### config.mk
export PLATFORM = sky130hd
export DESIGN_NAME = seg_chase_animator
export DESIGN_NICKNAME = d
export VERILOG_FILES = /design/src/rtl/seg_chase_animator.sv
export SDC_FILE = /design/constraint.sdc
export NUM_CORES = 1
export LEC_CHECK = 0
export CAP_MARGIN = 20
export CORE_MARGIN = 2
export CORE_UTILIZATION = 52
export DETAILED_ROUTE_END_ITERATION = 7
export PLACE_DENSITY = 0.82
export RECOVER_POWER = 50
export SKIP_LAST_GASP = 1
export SYNTH_ARGS = -nofsm -noshare
export SYNTH_HDL_FRONTEND = slang
export SYNTH_SLANG_ARGS = --single-unit
### constraint.sdc
create_clock -name clk -period 2.2 [get_ports clk]
set_clock_uncertainty 0.15 [all_clocks]
set_input_delay 0.33 -clock clk [delete_from_list [all_inputs] [get_ports clk]]
set_output_delay 0.33 -clock clk [all_outputs]
set_load 0.02 [all_outputs]
### src/rtl/seg_chase_animator.sv
// Seven-segment chase animation: walks a lit square or a single perimeter segment
// around DIGITS digits at a prescaled rate and drives active-low an/sseg directly.
module seg_chase_animator #(
    parameter int DIGITS   = 4,
    parameter int TICK_DIV = 2**26,
    parameter int POS_W    = $clog2(2*DIGITS+4)
) (
    input  logic             clk,
    input  logic             rst,
    input  logic             en,
    input  logic             dir,
    input  logic             mode,
    output logic [7:0]       an,
    output logic [7:0]       sseg,
    output logic [POS_W-1:0] pos,
    output logic             wrap
);

    localparam int               CNT_W   = $clog2(TICK_DIV);
    localparam logic [CNT_W-1:0] CNT_MAX = CNT_W'(TICK_DIV-1);
    localparam logic [POS_W-1:0] LEN0    = POS_W'(2*DIGITS);
    localparam logic [POS_W-1:0] LEN1    = POS_W'(2*DIGITS+4);

    localparam logic [7:0] SEG_UP = 8'b1001_1100;
    localparam logic [7:0] SEG_LO = 8'b1010_0011;
    localparam logic [7:0] SEG_A  = 8'b1111_1110;
    localparam logic [7:0] SEG_B  = 8'b1111_1101;
    localparam logic [7:0] SEG_C  = 8'b1111_1011;
    localparam logic [7:0] SEG_D  = 8'b1111_0111;
    localparam logic [7:0] SEG_E  = 8'b1110_1111;
    localparam logic [7:0] SEG_F  = 8'b1101_1111;

    logic [CNT_W-1:0] cnt_r;
    logic             mode_q_r;
    logic [POS_W-1:0] pos_r;
    logic             wrap_r;
    logic [7:0]       an_r;
    logic [7:0]       sseg_r;

    logic             tick_s;
    logic             mode_chg_s;
    logic             at_end_s;
    logic             at_start_s;
    logic [POS_W-1:0] len_s;
    logic [POS_W-1:0] pos_nxt_s;
    logic             wrap_nxt_s;
    logic [15:0]      dec_s;

    // Maps a position to {an, sseg}; positions outside the current length blank the display.
    function automatic logic [15:0] decode_f(input logic [POS_W-1:0] k,
                                             input logic             m,
                                             input logic [POS_W-1:0] len);
        int         kk;
        int         dig;
        logic [7:0] seg;
        logic [7:0] anv;
        kk  = int'(k);
        dig = 0;
        seg = 8'hFF;
        if (k >= len) begin
            seg = 8'hFF;
        end else if (!m) begin
            if (kk < DIGITS) begin
                seg = SEG_UP;
                dig = kk;
            end else begin
                seg = SEG_LO;
                dig = 2*DIGITS - 1 - kk;
            end
        end else begin
            if (kk < DIGITS) begin
                seg = SEG_A;
                dig = DIGITS - 1 - kk;
            end else if (kk == DIGITS) begin
                seg = SEG_B;
                dig = 0;
            end else if (kk == DIGITS + 1) begin
                seg = SEG_C;
                dig = 0;
            end else if (kk < 2*DIGITS + 2) begin
                seg = SEG_D;
                dig = kk - DIGITS - 2;
            end else if (kk == 2*DIGITS + 2) begin
                seg = SEG_E;
                dig = DIGITS - 1;
            end else begin
                seg = SEG_F;
                dig = DIGITS - 1;
            end
        end
        if (k < len) begin
            anv = ~(8'h01 << dig);
        end else begin
            anv = 8'hFF;
        end
        return {anv, seg};
    endfunction

    // Step arithmetic, wrap detection and decode of the current position.
    always_comb begin
        tick_s     = en && (cnt_r == CNT_MAX);
        mode_chg_s = (mode != mode_q_r);
        if (mode_q_r) begin
            len_s = LEN1;
        end else begin
            len_s = LEN0;
        end
        at_end_s   = (pos_r == len_s - POS_W'(1));
        at_start_s = (pos_r == '0);
        if (dir) begin
            pos_nxt_s  = at_start_s ? len_s - POS_W'(1) : pos_r - POS_W'(1);
            wrap_nxt_s = at_start_s;
        end else begin
            pos_nxt_s  = at_end_s ? '0 : pos_r + POS_W'(1);
            wrap_nxt_s = at_end_s;
        end
        dec_s = decode_f(pos_r, mode_q_r, len_s);
    end

    // Prescaler, position and wrap; a mode change clears everything and outranks a tick.
    always_ff @(posedge clk or posedge rst) begin
        if (rst) begin
            cnt_r    <= '0;
            pos_r    <= '0;
            wrap_r   <= 1'b0;
            mode_q_r <= 1'b0;
        end else begin
            mode_q_r <= mode;
            if (mode_chg_s) begin
                cnt_r  <= '0;
                pos_r  <= '0;
                wrap_r <= 1'b0;
            end else if (en) begin
                if (tick_s) begin
                    cnt_r  <= '0;
                    pos_r  <= pos_nxt_s;
                    wrap_r <= wrap_nxt_s;
                end else begin
                    cnt_r  <= cnt_r + CNT_W'(1);
                    wrap_r <= 1'b0;
                end
            end else begin
                wrap_r <= 1'b0;
            end
        end
    end

    // Registered display drive; blank whenever animation is disabled.
    always_ff @(posedge clk or posedge rst) begin
        if (rst) begin
            an_r   <= 8'hFF;
            sseg_r <= 8'hFF;
        end else if (en) begin
            an_r   <= dec_s[15:8];
            sseg_r <= dec_s[7:0];
        end else begin
            an_r   <= 8'hFF;
            sseg_r <= 8'hFF;
        end
    end

    assign an   = an_r;
    assign sseg = sseg_r;
    assign pos  = pos_r;
    assign wrap = wrap_r;

endmodule

==> results.md <==
* Area Overhead vs Synth at 26.53%
* FILL cells at 396
* Die Width at 77.58 µm
* HP Class: flip-flop to flip-flop
* Die Footprint at 6019 µm²
* Final GP Congestion at 0.8394
* Leakage at 1.498 nW
* Core area at 5172 µm²
* GR Util met2 at 34.74%
* Minimum clock period at 2139 ps
* Critical Path AT at 2200 ps
* Synth cell types at 56
* Delay-heaviest family, CP: compound AO/OA/AOI/OAI gates
* Setup CP Type: flip-flop to flip-flop
* Max-slew headroom at 48.79%
* First-pass GRT wire length at 10090 µm
* M3 GR Usage at 2.674%
* Clock network fraction of design power at 26.4%
* Synthesized Nets at 313
* Sequential share of power at 49.0%
* Peak supply drop at 0.3445 mV
* Clock tree buffer depth at 2
* FF+latch count, synth at 47
* Sequential area share after synthesis at 42.44%
* Most common cell after layout, fill and taps aside: nand2_1
* Area of the mapped netlist at 2815 µm²
* Critical path peak fanout at 3
* Cell chain of the critical path: inv_6 -> buf_4 -> ha_2 -> o21a_1 -> buf_4 -> a221oi_2 -> o21a_1 -> and2_1 -> nand2_1
* Switching Fraction at 29.38%
* Layout cell share with drive strength beyond 1 at 28.82%
* DP HPWL at 4275 µm
* Post-synth top flop: dfrtp_1
* Critical Path Max Stage Delay at 400 ps
* Comb power frac at 24.6%
* DR vias/cell at 5.417
* Hold Fails Final Rpt at 0
* Die height at 77.58 µm
* Slew Limit Fails at 0
* Non-filler cells, final at 417
* Post-Syn Area per Cell at 9.674 µm²
* H-tree depth at 2
* CTS Sinks at 47
* Setup crit end kind: flip-flop
* Post-Synthesis Cells at 291
* Asr flop ratio synth at 100.0%
* Post-route ant nets at 0
* Worst hold margin at 406.9 ps
* Most used routing layer: met2
* WL per Instance at 14.14 µm
* Port bufs at 24
* WL final at 5898 µm
* Via count at 2259
* Largest net degree at the start of global routing at 33
* Final Cycle Share at 97.23%
* Later-pin clock latency in the skew report at 300 ps
* Fmax at 467.5 MHz
* Final #Nets at 368
* Post-synth EDFFs at 0
* Length of the first detailed-routing pass in iterations at 4
* GR Overflow Total at 0
* Cells after DPL at 405
* YS warnings at 0
* Initial Util at 54.43%
* Power Density at 529.3 nW/µm²
* Worst path required time at 2270 ps
* CTS Buf Count at 5
* RSZ-0062 raised after global routing: yes
* DRC at 0
* Vias in the first global route at 2272
* Slew @ Worst Pin at 768.2 ps
* Hold_buf cts at 0
* P_int at 0.001332 W
* Setup violators final at 0
* # rows at 26
* Bufs and invs on worst path at 3
* Slowest cell on crit path: dfrtp_2
* Gr usage total at 20.46%
* Worst-path clk slew at 80 ps
* Root Buffer: clkbuf_8
* Iteration-0 DRC Markers at 160
* Maxcap violations at 0
* Most frequent cells in the layout: nand2_1 (37), buf_4 (35), nor2_1 (32)
* Switch Pwr at 0.0005540 W
* ANT cells at 0
* Setup crit start kind: flip-flop
* CTS tree: yes
* Initial antenna violation count at 0
* Status: completed
* Ports at 26
* Met1 Usage GRT at 26.96%
* Setup TNS Final at 0 ps
## synth_stat cells, types with 2 or more instances
library cell | instances | area, µm²
nor3_1 | 4 | 20.02
xnor2_1 | 4 | 35.03
mux2i_1 | 2 | 20.02
xor2_1 | 26 | 227.7
a221oi_1 | 2 | 17.52
a221o_1 | 2 | 20.02
o21ai_0 | 8 | 40.04
buf_4 | 3 | 22.52
a2111oi_4 | 2 | 55.05
nand2_1 | 37 | 138.9
nor2_1 | 32 | 120.1
nor2b_1 | 2 | 12.51
dfrtp_1 | 32 | 800.8
a21oi_1 | 10 | 50.05
a21o_1 | 2 | 15.01
a31oi_1 | 4 | 25.02
inv_1 | 9 | 33.78
a211oi_1 | 2 | 15.01
nor4_1 | 2 | 12.51
a311o_1 | 2 | 20.02
nand3_1 | 14 | 70.07
and2_1 | 4 | 25.02
nand4_1 | 10 | 62.56
ha_1 | 16 | 200.2
buf_2 | 2 | 10.01
clkbuf_1 | 6 | 22.52
o211ai_1 | 2 | 15.01
nor2_2 | 6 | 37.54
dfstp_2 | 15 | 394.1
clkinv_1 | 2 | 7.510
o21a_1 | 2 | 15.01
## kinds of logic after synthesis
kind of cell,after synthesis,synth area share [%]
adders and majority gates,17,7.822
DFF,47,42.44
muxes,3,1.111
buffers and inverters,24,4.311
AOI/OAI and AO/OA,48,13.11
other,1,0.1332
xor gates and xnor gates,31,9.911
and+or+nand+nor,120,21.16
## metal layers
layer	up-vias	wire, µm
li1	1112	-
met5	-	0
met1	1078	2713
met2	57	2922
met4	0	106
met3	12	156
## area by class of cell
cell class	count	area, µm²	area share [%]
sequential	47	1200	33.68
clock buffer	6	72.57	2.037
multi-input combinational	220	1612	45.24
inverter	11	48.80	1.370
timing repair buffer	61	528.0	14.82
tap	70	87.58	2.459
clock inverter	2	13.76	0.3864
## final timing paths
| check | start | endpoint | slack (ps) | cells past startpoint |
|---|---|---|---|---|
| max in group asynchronous | rst | pos[3] | 520 | 3 |
| worst min-delay path | cnt_r[25] | cnt_r[25] | 410 | 2 |
| min in group asynchronous | rst | an[4] | 550 | 2 |
| worst min register to register | cnt_r[25] | cnt_r[25] | 410 | 2 |
| worst max-delay path | pos[1] | an[2] | 60 | 9 |
| worst max register to register | pos[1] | an[2] | 60 | 9 |
## per-stage QoR
stage	power, W	worst slack [ps]	util (%)	instance area [µm²]
global route	0.001980	-28.70	68.87	3562
CTS	0.001857	19.87	66.98	3465
detailed placement	0.001357	-67.41	65.31	3378
finish	0.001886	61.00	68.87	3562
floorplan	0.001203	-30.34	-	2872
global placement	0.001346	-14.74	65.31	3378
## sequential cells by signal, indices dropped and copies added, names as in the netlist
name      count
sseg          7
an            8
wrap          1
mode_q_r      1
pos           4
cnt_r        26
## power by group through the flow
stage          Sequential, W  Clock (W)  Combinational [W]
4_1_cts             0.000923   0.000514           0.000419
3_5_place_dp        0.000939          0           0.000418
2_1_floorplan       0.000967          0           0.000236
6_report            0.000924   0.000497           0.000464
5_1_grt             0.000928   0.000551           0.000501
3_3_place_gp        0.000938          0           0.000408
## worst reg2reg max path, stage by stage (launching register included)
cell      delay (ps)
dfrtp_2          400
inv_6             40
buf_4            140
ha_2             200
o21a_1           200
buf_4            140
a221oi_2         330
o21a_1           210
and2_1           180
nand2_1           70
## timing repair
item                       CTS  global route
setup endpoints to repair    0            10
setup buffers                0             4
resized for setup            0            19
hold endpoints to repair     0             0
No activity file was read; power rests on OpenSTA's default activity.
